**src/rtl/axi4lite_slave_regs_pkg.sv**
```systemverilog
// Shared constants and FSM state types for the AXI4-Lite slave register bank.
// AXIL_SLV_ROREG_EN selects the read-only ID register at index 0.
package axi4lite_slave_regs_pkg;

    localparam logic [1:0]  RESP_OKAY   = 2'b00;
    localparam logic [1:0]  RESP_SLVERR = 2'b10;
    localparam logic [31:0] ID_VALUE    = 32'hA5A5_0001;

    typedef enum logic {
        W_IDLE = 1'b0,
        W_RESP = 1'b1
    } w_state_e;

    typedef enum logic {
        R_IDLE = 1'b0,
        R_DATA = 1'b1
    } r_state_e;

endpackage

```
**src/rtl/axil_regbank.sv**
```systemverilog
// Word-indexed register array: one synchronous write port, one combinational read port.
// With AXIL_SLV_ROREG_EN, index 0 reads the constant ID and ignores writes.
module axil_regbank
    import axi4lite_slave_regs_pkg::*;
#(
    parameter int NUM_REGS = 4,
    parameter int IDX_W    = 2,
    parameter int DATA_W   = 32
) (
    input  logic              clk,
    input  logic              rst_n,
    input  logic              wr_en_i,
    input  logic [IDX_W-1:0]  wr_idx_i,
    input  logic [DATA_W-1:0] wr_data_i,
    input  logic [IDX_W-1:0]  rd_idx_i,
    output logic [DATA_W-1:0] rd_data_o
);

    logic [DATA_W-1:0] regs_q [NUM_REGS];
    logic              wr_allowed;

`ifdef AXIL_SLV_ROREG_EN
    assign wr_allowed = (wr_idx_i != '0);
    assign rd_data_o  = (rd_idx_i == '0) ? ID_VALUE : regs_q[rd_idx_i];
`else
    assign wr_allowed = 1'b1;
    assign rd_data_o  = regs_q[rd_idx_i];
`endif

    always_ff @(posedge clk or negedge rst_n) begin
        if (!rst_n) begin
            // NOTE: this bank is tiny and must read back zero after reset, so every
            // entry is a reset flop; a large RAM would be left unreset instead.
            for (int i = 0; i < NUM_REGS; i++) begin
                regs_q[i] <= '0;
            end
        end else if (wr_en_i && wr_allowed) begin
            regs_q[wr_idx_i] <= wr_data_i;
        end
    end

endmodule

```
**src/rtl/axi4lite_slave_regs.sv**
```systemverilog
// AXI4-Lite slave register bank: independent write (AW+W -> B) and read (AR -> R) FSMs.
// Define AXIL_SLV_ROREG_EN to make register 0 a read-only ID that answers writes with SLVERR.
module axi4lite_slave_regs
    import axi4lite_slave_regs_pkg::*;
#(
    parameter int C_S_AXI_DATA_WIDTH = 32,
    parameter int C_S_AXI_ADDR_WIDTH = 4
) (
    input  logic                            S_AXI_ACLK,
    input  logic                            S_AXI_ARESETN,
    input  logic [C_S_AXI_ADDR_WIDTH-1:0]   S_AXI_AWADDR,
    input  logic [2:0]                      S_AXI_AWPROT,
    input  logic                            S_AXI_AWVALID,
    output logic                            S_AXI_AWREADY,
    input  logic [C_S_AXI_DATA_WIDTH-1:0]   S_AXI_WDATA,
    input  logic                            S_AXI_WVALID,
    output logic                            S_AXI_WREADY,
    output logic [1:0]                      S_AXI_BRESP,
    output logic                            S_AXI_BVALID,
    input  logic                            S_AXI_BREADY,
    input  logic [C_S_AXI_ADDR_WIDTH-1:0]   S_AXI_ARADDR,
    input  logic [2:0]                      S_AXI_ARPROT,
    input  logic                            S_AXI_ARVALID,
    output logic                            S_AXI_ARREADY,
    output logic [C_S_AXI_DATA_WIDTH-1:0]   S_AXI_RDATA,
    output logic [1:0]                      S_AXI_RRESP,
    output logic                            S_AXI_RVALID,
    input  logic                            S_AXI_RREADY,
    output logic                            reg_wr_pulse,
    output logic [C_S_AXI_ADDR_WIDTH-3:0]   reg_wr_idx
);

    localparam int IDX_W    = C_S_AXI_ADDR_WIDTH - 2;
    localparam int NUM_REGS = 2 ** IDX_W;

    w_state_e                        w_state_q, w_state_d;
    r_state_e                        r_state_q, r_state_d;
    logic                            init_q;
    logic                            awready_q, awready_d;
    logic                            bvalid_q, bvalid_d;
    logic [1:0]                      bresp_q, bresp_d;
    logic                            arready_q, arready_d;
    logic                            rvalid_q, rvalid_d;
    logic [C_S_AXI_DATA_WIDTH-1:0]   rdata_q, rdata_d;
    logic                            wr_pulse_q, wr_pulse_d;
    logic [IDX_W-1:0]                wr_idx_q, wr_idx_d;

    logic [IDX_W-1:0]                aw_idx, ar_idx;
    logic                            w_hs, ar_hs, ro_hit, wr_en;
    logic [C_S_AXI_DATA_WIDTH-1:0]   rd_data;
    logic                            unused_ok;

    assign aw_idx = S_AXI_AWADDR[C_S_AXI_ADDR_WIDTH-1:2];
    assign ar_idx = S_AXI_ARADDR[C_S_AXI_ADDR_WIDTH-1:2];
    assign w_hs   = awready_q && S_AXI_AWVALID && S_AXI_WVALID;
    assign ar_hs  = arready_q && S_AXI_ARVALID;
    assign wr_en  = w_hs && !ro_hit;

`ifdef AXIL_SLV_ROREG_EN
    assign ro_hit = (aw_idx == '0);
`else
    assign ro_hit = 1'b0;
`endif

    assign unused_ok = ^{S_AXI_AWPROT, S_AXI_ARPROT, S_AXI_AWADDR[1:0], S_AXI_ARADDR[1:0]};

    axil_regbank #(
        .NUM_REGS (NUM_REGS),
        .IDX_W    (IDX_W),
        .DATA_W   (C_S_AXI_DATA_WIDTH)
    ) u_regbank (
        .clk       (S_AXI_ACLK),
        .rst_n     (S_AXI_ARESETN),
        .wr_en_i   (wr_en),
        .wr_idx_i  (aw_idx),
        .wr_data_i (S_AXI_WDATA),
        .rd_idx_i  (ar_idx),
        .rd_data_o (rd_data)
    );

    // AWREADY/WREADY share one flop so the two channels can only be accepted together.
    always_comb begin
        // NOTE: every output gets a default first, so no path through the case
        // leaves a variable unassigned and no latch is inferred.
        w_state_d  = w_state_q;
        awready_d  = 1'b0;
        bvalid_d   = bvalid_q;
        bresp_d    = bresp_q;
        wr_pulse_d = 1'b0;
        wr_idx_d   = wr_idx_q;
        case (w_state_q)
            W_IDLE: begin
                if (w_hs) begin
                    bvalid_d   = 1'b1;
                    bresp_d    = ro_hit ? RESP_SLVERR : RESP_OKAY;
                    wr_pulse_d = !ro_hit;
                    wr_idx_d   = aw_idx;
                    w_state_d  = W_RESP;
                end else if (init_q && !awready_q && S_AXI_AWVALID && S_AXI_WVALID) begin
                    awready_d = 1'b1;
                end
            end
            W_RESP: begin
                if (S_AXI_BREADY) begin
                    bvalid_d  = 1'b0;
                    w_state_d = W_IDLE;
                end
            end
            default: w_state_d = W_IDLE;
        endcase
    end

    always_comb begin
        r_state_d = r_state_q;
        arready_d = 1'b0;
        rvalid_d  = rvalid_q;
        rdata_d   = rdata_q;
        case (r_state_q)
            R_IDLE: begin
                if (ar_hs) begin
                    rvalid_d  = 1'b1;
                    rdata_d   = rd_data;
                    r_state_d = R_DATA;
                end else if (init_q && !arready_q && S_AXI_ARVALID) begin
                    arready_d = 1'b1;
                end
            end
            R_DATA: begin
                if (S_AXI_RREADY) begin
                    rvalid_d  = 1'b0;
                    r_state_d = R_IDLE;
                end
            end
            default: r_state_d = R_IDLE;
        endcase
    end

    // init_q keeps both READYs low through the first cycle after reset release.
    always_ff @(posedge S_AXI_ACLK or negedge S_AXI_ARESETN) begin
        if (!S_AXI_ARESETN) begin
            init_q     <= 1'b0;
            w_state_q  <= W_IDLE;
            r_state_q  <= R_IDLE;
            awready_q  <= 1'b0;
            bvalid_q   <= 1'b0;
            bresp_q    <= RESP_OKAY;
            arready_q  <= 1'b0;
            rvalid_q   <= 1'b0;
            rdata_q    <= '0;
            wr_pulse_q <= 1'b0;
            wr_idx_q   <= '0;
        end else begin
            // NOTE: state flops use non-blocking assignments so every flop samples
            // the pre-edge values regardless of statement order.
            init_q     <= 1'b1;
            w_state_q  <= w_state_d;
            r_state_q  <= r_state_d;
            awready_q  <= awready_d;
            bvalid_q   <= bvalid_d;
            bresp_q    <= bresp_d;
            arready_q  <= arready_d;
            rvalid_q   <= rvalid_d;
            rdata_q    <= rdata_d;
            wr_pulse_q <= wr_pulse_d;
            wr_idx_q   <= wr_idx_d;
        end
    end

    assign S_AXI_AWREADY = awready_q;
    assign S_AXI_WREADY  = awready_q;
    assign S_AXI_BVALID  = bvalid_q;
    assign S_AXI_BRESP   = bresp_q;
    assign S_AXI_ARREADY = arready_q;
    assign S_AXI_RVALID  = rvalid_q;
    assign S_AXI_RDATA   = rdata_q;
    assign S_AXI_RRESP   = RESP_OKAY;
    assign reg_wr_pulse  = wr_pulse_q;
    assign reg_wr_idx    = wr_idx_q;

endmodule

```
**config.mk**
```make
export PLATFORM = sky130hd
export DESIGN_NAME = axi4lite_slave_regs
export DESIGN_NICKNAME = d
export VERILOG_FILES = /design/src/rtl/axi4lite_slave_regs_pkg.sv /design/src/rtl/axil_regbank.sv /design/src/rtl/axi4lite_slave_regs.sv
export SDC_FILE = /design/constraint.sdc
export NUM_CORES = 1
export LEC_CHECK = 0
export CAP_MARGIN = 5
export CORE_MARGIN = 4
export CORE_UTILIZATION = 55
export DETAILED_ROUTE_END_ITERATION = 16
export PLACE_DENSITY_LB_ADDON = 0.08
export SLEW_MARGIN = 20
export SYNTH_ARGS = -nofsm -noshare
export SYNTH_HDL_FRONTEND = slang
export SYNTH_SLANG_ARGS = --single-unit
```
**constraint.sdc**
```tcl
create_clock -name S_AXI_ACLK -period 2.1 [get_ports S_AXI_ACLK]
set_input_delay 0.42 -clock S_AXI_ACLK [delete_from_list [all_inputs] [get_ports S_AXI_ACLK]]
set_output_delay 0.42 -clock S_AXI_ACLK [all_outputs]
set_load 0.03 [all_outputs]
```
==> metrics.md, run 1 <==
| Metric | Value |
|---|---|
| Number of flops mapped to enable cells by yosys | `0` |
| Static leakage | `approximately 0.0043 uW` |
| Post-Layout Inst Area | `between 0.008 and 0.009 sq mm` |
| Number of slew-limit violations in the final report | `0` |
| Crit path capture type | `primary output` |
| Wire length of the first global-routing pass | `about 24000 microns` |
| Die Height | `roughly 120 microns` |
| Number of global-route vias before repair | `4789` |
| Root buffer cell | `clkbuf_16` |
| Number of top-level pins | `97` |
| Worst Tran Pin Value | `a little over 0.5 ns` |
| Clock tree from TritonCTS | `done` |
| Post-synth cell types | `28` |
| Netlist area before placement | `0.00721 sq mm` |
| Critical path required time | `~1.7 ns` |
| Vias per cell | `around 5.7` |
| Ys Warns | `0` |
| Path type of the worst min-delay path | `input port to asynchronous set/reset pin` |
| Number of antenna violations at the first check in global routing | `0` |
| Number of buffer cells added on primary ports | `between 80 and 90` |
| RSZ-0062 raised after global routing | `false` |
| Placed standard-cell area | `approximately 0.0083 sq mm` |
| Fraction of final layout cells with drive strength greater than 1 | `0.319` |
| Starting DRC count in detailed routing | `312` |
| Clock transition at path regs | `roughly 0.060 ns` |
| Proportion of synthesized chip area in sequential cells | `0.590` |
| Cts bufs inserted | `17` |
| CP Data Arrival Time | `between 1.5 and 2 ns` |
| Largest voltage drop on the vdd net | `674 uV` |
| FMAX | `between 500 and 600 MHz` |
| Most frequent cell after synthesis | `dfrtp_1` |
| Core box area | `roughly 0.013 sq mm` |
| Net count of the finished layout | `approximately 630` |
| Total number of vias | `4318` |
| Biggest area consumer among synthesized cells | `dfrtp_1` |
| Crit path buf inv count | `1` |
| Longest individual stage delay on the worst path | `roughly 0.74 ns` |
| Clock latency at the later pin of the worst-skew pair | `0.42 ns` |
| Total wirelength of the detailed-routed design | `roughly 14000 microns` |
| Worst-case clock skew | `between 0.006 and 0.007 ns` |
| Effective utilization at floorplan | `0.566` |
| Die area | `0.0150 sq mm` |
| DRC viols | `0` |
| Cells traversed along the worst timing path | `clkdlybuf4s50_1` |
| Post-route minimum period | `around 2 ns` |
| Most common flop cell mapped by yosys | `dfrtp_1` |
| Crit path launch type | `flop` |
| Share of the synthesized area in the top cell type | `0.590` |
| Synthesis-stage register bit count | `170` |
| Total Neg Setup Slack | `0 ns` |
| Outcome | `complete, no violations` |
| Cells after synthesis | `485` |
| Max Cap Violations | `0` |
| Final-report hold violation count | `0` |
| Synthesized area divided by synthesized cell count | `roughly 15 sq um` |
| Final worst-path cycle share | `0.951` |
| Ant diodes | `0` |
| DR WL/cell | `between 15 and 20 microns` |
| Max-Slew Margin vs Limit | `0.654` |
| Worst-path fanout max | `5` |
| Number of placement rows | `41` |
| Sum of overflow across all layers after global routing | `0` |
| Start-to-end type of the worst setup path | `flop to primary output` |
| Total clock sinks | `170` |
| Cell types occupying the most area after synthesis | `dfrtp_1 (59%), mux2_2 (19%), mux2i_1 (9.0%)` |
| CTS Buffer Depth | `2` |
| Detail Route Antenna Nets | `0` |
| DP Wirelength | `8990 microns` |
| Synth cell count leaders | `dfrtp_1 (170), mux2_2 (122), mux2i_1 (65)` |
| Number of fillers in the final layout | `around 930` |
| Post-CTS setup-driven buffer insertion count | `0` |
| Area growth from synthesis to layout | `23.7%` |
| Post-cts gate resize count | `0` |
| Htree depth | `4` |
| Crit-path slowest cell | `clkdlybuf4s50_1` |
| Largest net degree at the start of global routing | `66` |
| Final Setup Violations | `0` |
| Critical path's top delay family | `buffers and inverters` |
| Fraction of registers with async set or reset after synthesis | `1.00` |
| Global-route usage over all layers | `0.211` |
| Routability-driven placement congestion ratio | `between 0.7 and 0.8` |
| Die Span X | `roughly 120 microns` |
| Power density over the cells | `961 mW/mm^2` |
| Pre-antenna DRT Iters | `4` |
kinds of logic (layout without fill, tap and decap cells):
group | count (synthesis) | count (layout) | synth area share
multiplexers | 195 | 195 | 0.295
flip-flops | 170 | 170 | 0.590
AND/OR/NAND/NOR | 50 | 50 | 0.0384
AO/OA/AOI/OAI | 34 | 34 | 0.0406
buffers and inverters | 34 | 138 | 0.0342
other | 2 | 5 | 0.00104
placed cells by master (no fill, tap or decap), types with 2 or more instances in the layout:
cell               n
conb_1             5
buf_12             9
clkbuf_16         17
bufinv_16          3
o221ai_1          32
nand2_1           36
mux2_4             4
dfrtp_1          170
clkinv_2           4
mux2_1             4
nand3b_1           2
clkdlybuf4s50_1   80
mux2i_1           65
mux2_2           122
buf_4             14
nor2_1             2
nand3_2            2
inv_6              3
clkinv_4           3
where the power goes:
part           internal (uW)  leakage [uW]  switching (uW)  total, uW
Sequential              3720       0.00228             242       3960
Clock                   1910      0.000301            1270       3180
Combinational            715       0.00170             711       1430
worst paths after layout:
kind / start / end / slack, ns / cells after the start
worst max-delay path: S_AXI_ARREADY / S_AXI_ARREADY / 0.10 / 1
worst min-delay path: S_AXI_ARESETN / S_AXI_RDATA[7] / 0.47 / 2
worst max register to register: S_AXI_AWREADY / u_regbank.regs_q[46] / 0.50 / 4
worst min register to register: u_regbank.regs_q[34] / u_regbank.regs_q[34] / 0.49 / 1
max in group asynchronous: S_AXI_ARESETN / S_AXI_RDATA[17] / 0.98 / 3
min in group S_AXI_ACLK: u_regbank.regs_q[34] / u_regbank.regs_q[34] / 0.49 / 1
state kept, by name, summed over array words and instances (netlist names):
name	cells
S_AXI_ARREADY	1
S_AXI_AWREADY	1
S_AXI_BVALID	1
S_AXI_RDATA	32
S_AXI_RVALID	1
init_q	1
r_state_q	1
reg_wr_idx	2
reg_wr_pulse	1
u_regbank.regs_q	128
w_state_q	1
layer usage:
metal	up-vias	share of wire	wire (microns)	GRT usage
li1	1954	-	-	-
met1	2251	0.43	6230	0.270
met2	100	0.51	7380	0.351
met3	13	0.049	715	0.0622
met4	0	0.011	157	0.0616
met5	-	0	0	0
stage by stage:
stage / instances / setup slack [ns] / hold slack [ns] / total power (uW) / util
2_1_floorplan: 488 / 0.402 / 0.124 / 4810 / -
3_3_place_gp: 731 / 0.0258 / 0.313 / 5380 / 0.652
3_5_place_dp: 731 / -0.00921 / 0.320 / 5450 / 0.652
4_1_cts: 764 / 0.0713 / 0.447 / 8660 / 0.701
5_1_grt: 764 / 0.0270 / 0.470 / 8970 / 0.701
6_report: 764 / 0.103 / 0.469 / 8570 / 0.701
area by class of cell:
cell class              instances  area (sq um)  area share
flip-flops and latches        170          4250       0.477
multi-input cells             284          2720       0.305
repair buffers                105          1110       0.124
clock buffers                  18           439      0.0493
well taps                     172           215      0.0241
clock inverters                14           170      0.0191
inverters                       1          3.75    0.000421
timing repair:
item / in CTS / in global routing
endpoints found under the setup margin: 0 / 0
hold endpoints to repair: 28 / 0
hold buffers: 1 / 0
No activity file was read; power rests on OpenSTA's default activity.
==> run 2: changes to the inputs <==
- CAP_MARGIN: 5 -> 20
==> results of run 2 <==
The final DEF is identical to that of run 1; final timing and power are the same.
==> run 3: changes to the inputs <==
- CTS_CLUSTER_DIAMETER: unset -> 80
- SYNTH_HIERARCHICAL: unset -> 1
==> run 3 against run 2 <==
- die area grew 0.34%
- sequential share of layout area shrank 0.74 points
- sequential cell count is the same
- clock-buffer cell count grew 1
- final cell count shrank 9.0%
- utilization grew 0.82 points
- sequential power is essentially flat
- synthesized cell count shrank 15%
- worst setup slack gained 0.017 ns
- critical path type unchanged
- wire length shrank 4.6%
- global-route usage shrank 1.0 points
==> metrics.md, run 3 <==
| Metric | Value |
|---|---|
| Largest net degree at the start of global routing | `52 (was 66)` |
| Area growth from synthesis to layout | `25.2% (was 23.7%)` |
| Max Cap Violations | `0 (unchanged)` |
| Post-place setup slack | `-0.0704 ns (was -0.00921 ns)` |
| Final Setup Violations | `0 (unchanged)` |
| Worst-case clock skew | `0.00673 ns (was 0.00653 ns)` |
| Number of top-level pins | `97 (unchanged)` |
| Crit path launch type | `flop (unchanged)` |
| Die Span X | `123 microns (was 122 microns)` |
| Crit-path slowest cell | `clkdlybuf4s50_1 (unchanged)` |
| Critical path's top delay family | `buffers and inverters (unchanged)` |
| Multi-input gate area in the final layout | `0.00281 sq mm (was 0.00272 sq mm)` |
| Path type of the worst min-delay path | `flop to flop (was input port to asynchronous set/reset pin)` |
| DP Wirelength | `8670 microns (was 8990 microns)` |
| Biggest register | `u_regbank/regs_q (was u_regbank.regs_q)` |
| Biggest area consumer among synthesized cells | `dfrtp_1 (unchanged)` |
| Fraction of final layout cells with drive strength greater than 1 | `0.476 (was 0.319)` |
| Start-to-end type of the worst setup path | `flop to primary output (unchanged)` |
| Sum of overflow across all layers after global routing | `0 (unchanged)` |
| Cell types occupying the most area after synthesis | `dfrtp_1 (59%), mux2_2 (20%), mux4_2 (10%) (was dfrtp_1 (59%), mux2_2 (19%), mux2i_1 (9.0%))` |
| Cells traversed along the worst timing path | `clkdlybuf4s50_1 (unchanged)` |
| Clock latency at the later pin of the worst-skew pair | `0.42 ns (about the same)` |
| Wire length of the first global-routing pass | `22600 microns (was 24200 microns)` |
| Most common library cell in the layout ignoring fill and taps | `dfrtp_1 (unchanged)` |
| Final worst-path cycle share | `0.943 (was 0.951)` |
| Outcome | `complete, no violations (unchanged)` |
| CTS Buffer Depth | `2 (unchanged)` |
| Longest individual stage delay on the worst path | `0.71 ns (was 0.74 ns)` |
| Worst path setup slack after routing | `0.120 ns (was 0.103 ns)` |
| FMAX | `505 MHz (was 501 MHz)` |
| Synthesized-area fraction occupied by adder cells | `0 (unchanged)` |
| Largest voltage drop on the vdd net | `596 uV (was 674 uV)` |
| Worst-path fanout max | `4 (was 5)` |
| Number of antenna violations at the first check in global routing | `0 (unchanged)` |
| DRC viols | `0 (unchanged)` |
| Netlist area before placement | `0.00723 sq mm (was 0.00721 sq mm)` |
| Number of global-route vias before repair | `4240 (was 4789)` |
| Detail Route Antenna Nets | `0 (unchanged)` |
| Cts bufs inserted | `17 (unchanged)` |
| Global-route usage over all layers | `0.201 (was 0.211)` |
| Critical path required time | `1.68 ns (about the same)` |
| CP Data Arrival Time | `1.56 ns (was 1.58 ns)` |
| Pre-antenna DRT Iters | `4 (unchanged)` |
| DR WL/cell | `19.9 microns (was 19.0 microns)` |
| Complex-gate fraction of the synthesized area | `0.00432 (was 0.0406)` |
| Final instance count without filler cells | `695 (was 764)` |
| Placed Instances | `662 (was 731)` |
| Crit path buf inv count | `1 (unchanged)` |
| Power density over the cells | `997 mW/mm^2 (was 961 mW/mm^2)` |
| Number of slew-limit violations in the final report | `0 (unchanged)` |
| Cells after synthesis | `413 (was 485)` |
| Number of fillers in the final layout | `817 (was 931)` |
| Htree depth | `4 (unchanged)` |
| Ant diodes | `0 (unchanged)` |
| Synth cell count leaders | `dfrtp_1 (170), mux2_2 (131), mux4_2 (32) (was dfrtp_1 (170), mux2_2 (122), mux2i_1 (65))` |
| Multiplexer share of the synthesized area | `0.367 (was 0.295)` |
| Root buffer cell | `clkbuf_16 (unchanged)` |
| Number of flip-flops under the largest register name | `128 (unchanged)` |
| Number of flops mapped to enable cells by yosys | `0 (unchanged)` |
| Net count of the finished layout | `563 (was 632)` |
| Proportion of synthesized chip area in sequential cells | `0.588 (was 0.590)` |
| Core box area | `0.0128 sq mm (was 0.0127 sq mm)` |
| Starting DRC count in detailed routing | `256 (was 312)` |
| Overall Power | `9020 uW (was 8570 uW)` |
| XOR/XNOR share of the synthesized area | `0 (unchanged)` |
| Final-report hold violation count | `0 (unchanged)` |
| Crit path capture type | `primary output (unchanged)` |
| Total wirelength of the detailed-routed design | `13800 microns (was 14500 microns)` |
| Fraction of registers with async set or reset after synthesis | `1.00 (unchanged)` |
| Sequential Area | `0.00425 sq mm (unchanged)` |
| Area share of and/or/nand/nor cells after synthesis | `0.0131 (was 0.0384)` |
| Clock tree from TritonCTS | `done (unchanged)` |
| RSZ-0062 raised after global routing | `false (unchanged)` |
| Number of placement rows | `41 (unchanged)` |
| Most frequent cells in the layout | `dfrtp_1 (170), mux2_2 (131), clkdlybuf4s50_1 (79) (was dfrtp_1 (170), mux2_2 (122), clkdlybuf4s50_1 (80))` |
| Post-cts gate resize count | `0 (unchanged)` |
| Synthesis-stage register bit count | `170 (unchanged)` |
| Routability-driven placement congestion ratio | `0.746 (was 0.726)` |
| Total clock sinks | `170 (unchanged)` |
| Die Height | `123 microns (was 122 microns)` |
| Synthesized area divided by synthesized cell count | `17.5 sq um (was 14.9 sq um)` |
| Static leakage | `0.00437 uW (was 0.00428 uW)` |
| Post-synth cell types | `25 (was 28)` |
| Number of buffer cells added on primary ports | `82 (unchanged)` |
| Total number of vias | `3906 (was 4318)` |
| Combinational family with the most area after synthesis | `multiplexers (unchanged)` |
| Most common flop cell mapped by yosys | `dfrtp_1 (unchanged)` |
| Post-route minimum period | `1.98 ns (was 2.00 ns)` |
| Share of the synthesized area in the top cell type | `0.588 (was 0.590)` |
| Most frequent cell after synthesis | `dfrtp_1 (unchanged)` |
| Vias per cell | `5.62 (was 5.65)` |
| Die area | `0.0151 sq mm (was 0.0150 sq mm)` |
| Effective utilization at floorplan | `0.566 (about the same)` |
| Ys Warns | `6 (was 0)` |
| Clock transition at path regs | `0.06 ns (about the same)` |
run 3: cell type report:
| type | count | area share |
|---|---|---|
| repair buffers | 103 | 0.121 |
| clock buffers | 19 | 0.0489 |
| inverters | 3 | 0.00124 |
| flip-flops and latches | 170 | 0.470 |
| well taps | 172 | 0.0238 |
| clock inverters | 13 | 0.0245 |
| multi-input cells | 215 | 0.310 |
run 3: logic make-up (layout without fill, tap and decap cells):
logic type      after synthesis  after routing
other cells                   2              5
mux                         194            194
simple gates                 11             11
compound gates                5              5
flops                       170            170
buf+inv                      31            138
run 3: timing repair:
action,CTS,global route
hold buffers,1,0
buffers inserted,0,0
endpoints found under the setup margin,0,0
hold endpoints to repair,47,0
run 3: stage by stage:
step	setup TNS (ns)	utilization	area, sq um	hold slack [ns]
6_report	0	0.709	9050	0.488
5_1_grt	0	0.709	9050	0.508
4_1_cts	0	0.709	9050	0.488
3_5_place_dp	-3.40	0.656	8380	0.411
3_3_place_gp	-0.843	0.656	8380	0.402
2_1_floorplan	0	-	7240	0.124
run 3: final timing paths:
| kind | start | end | slack, ns | depth (start not counted) |
|---|---|---|---|---|
| max in group asynchronous | S_AXI_ARESETN | u_regbank/regs_q[57] | 0.91 | 3 |
| min reg2reg | S_AXI_BVALID | S_AXI_BVALID | 0.49 | 1 |
| min | S_AXI_BVALID | S_AXI_BVALID | 0.49 | 1 |
| max | S_AXI_ARREADY | S_AXI_ARREADY | 0.12 | 1 |
| min in group asynchronous | S_AXI_ARESETN | u_regbank/regs_q[124] | 0.52 | 2 |
| max reg2reg | S_AXI_AWREADY | u_regbank/regs_q[78] | 0.42 | 5 |
run 3: layer usage:
metal | routed length, microns | up-vias | track usage
met3 | 513 | 19 | 0.0539
met5 | 0 | - | 0
li1 | - | 1718 | -
met1 | 5990 | 2092 | 0.266
met4 | 165 | 0 | 0.0602
met2 | 7150 | 77 | 0.329
run 3: where the power goes:
group | internal, uW | switching [uW] | total [uW]
Combinational | 880 | 679 | 1560
Clock | 2250 | 1250 | 3500
Sequential | 3730 | 239 | 3970
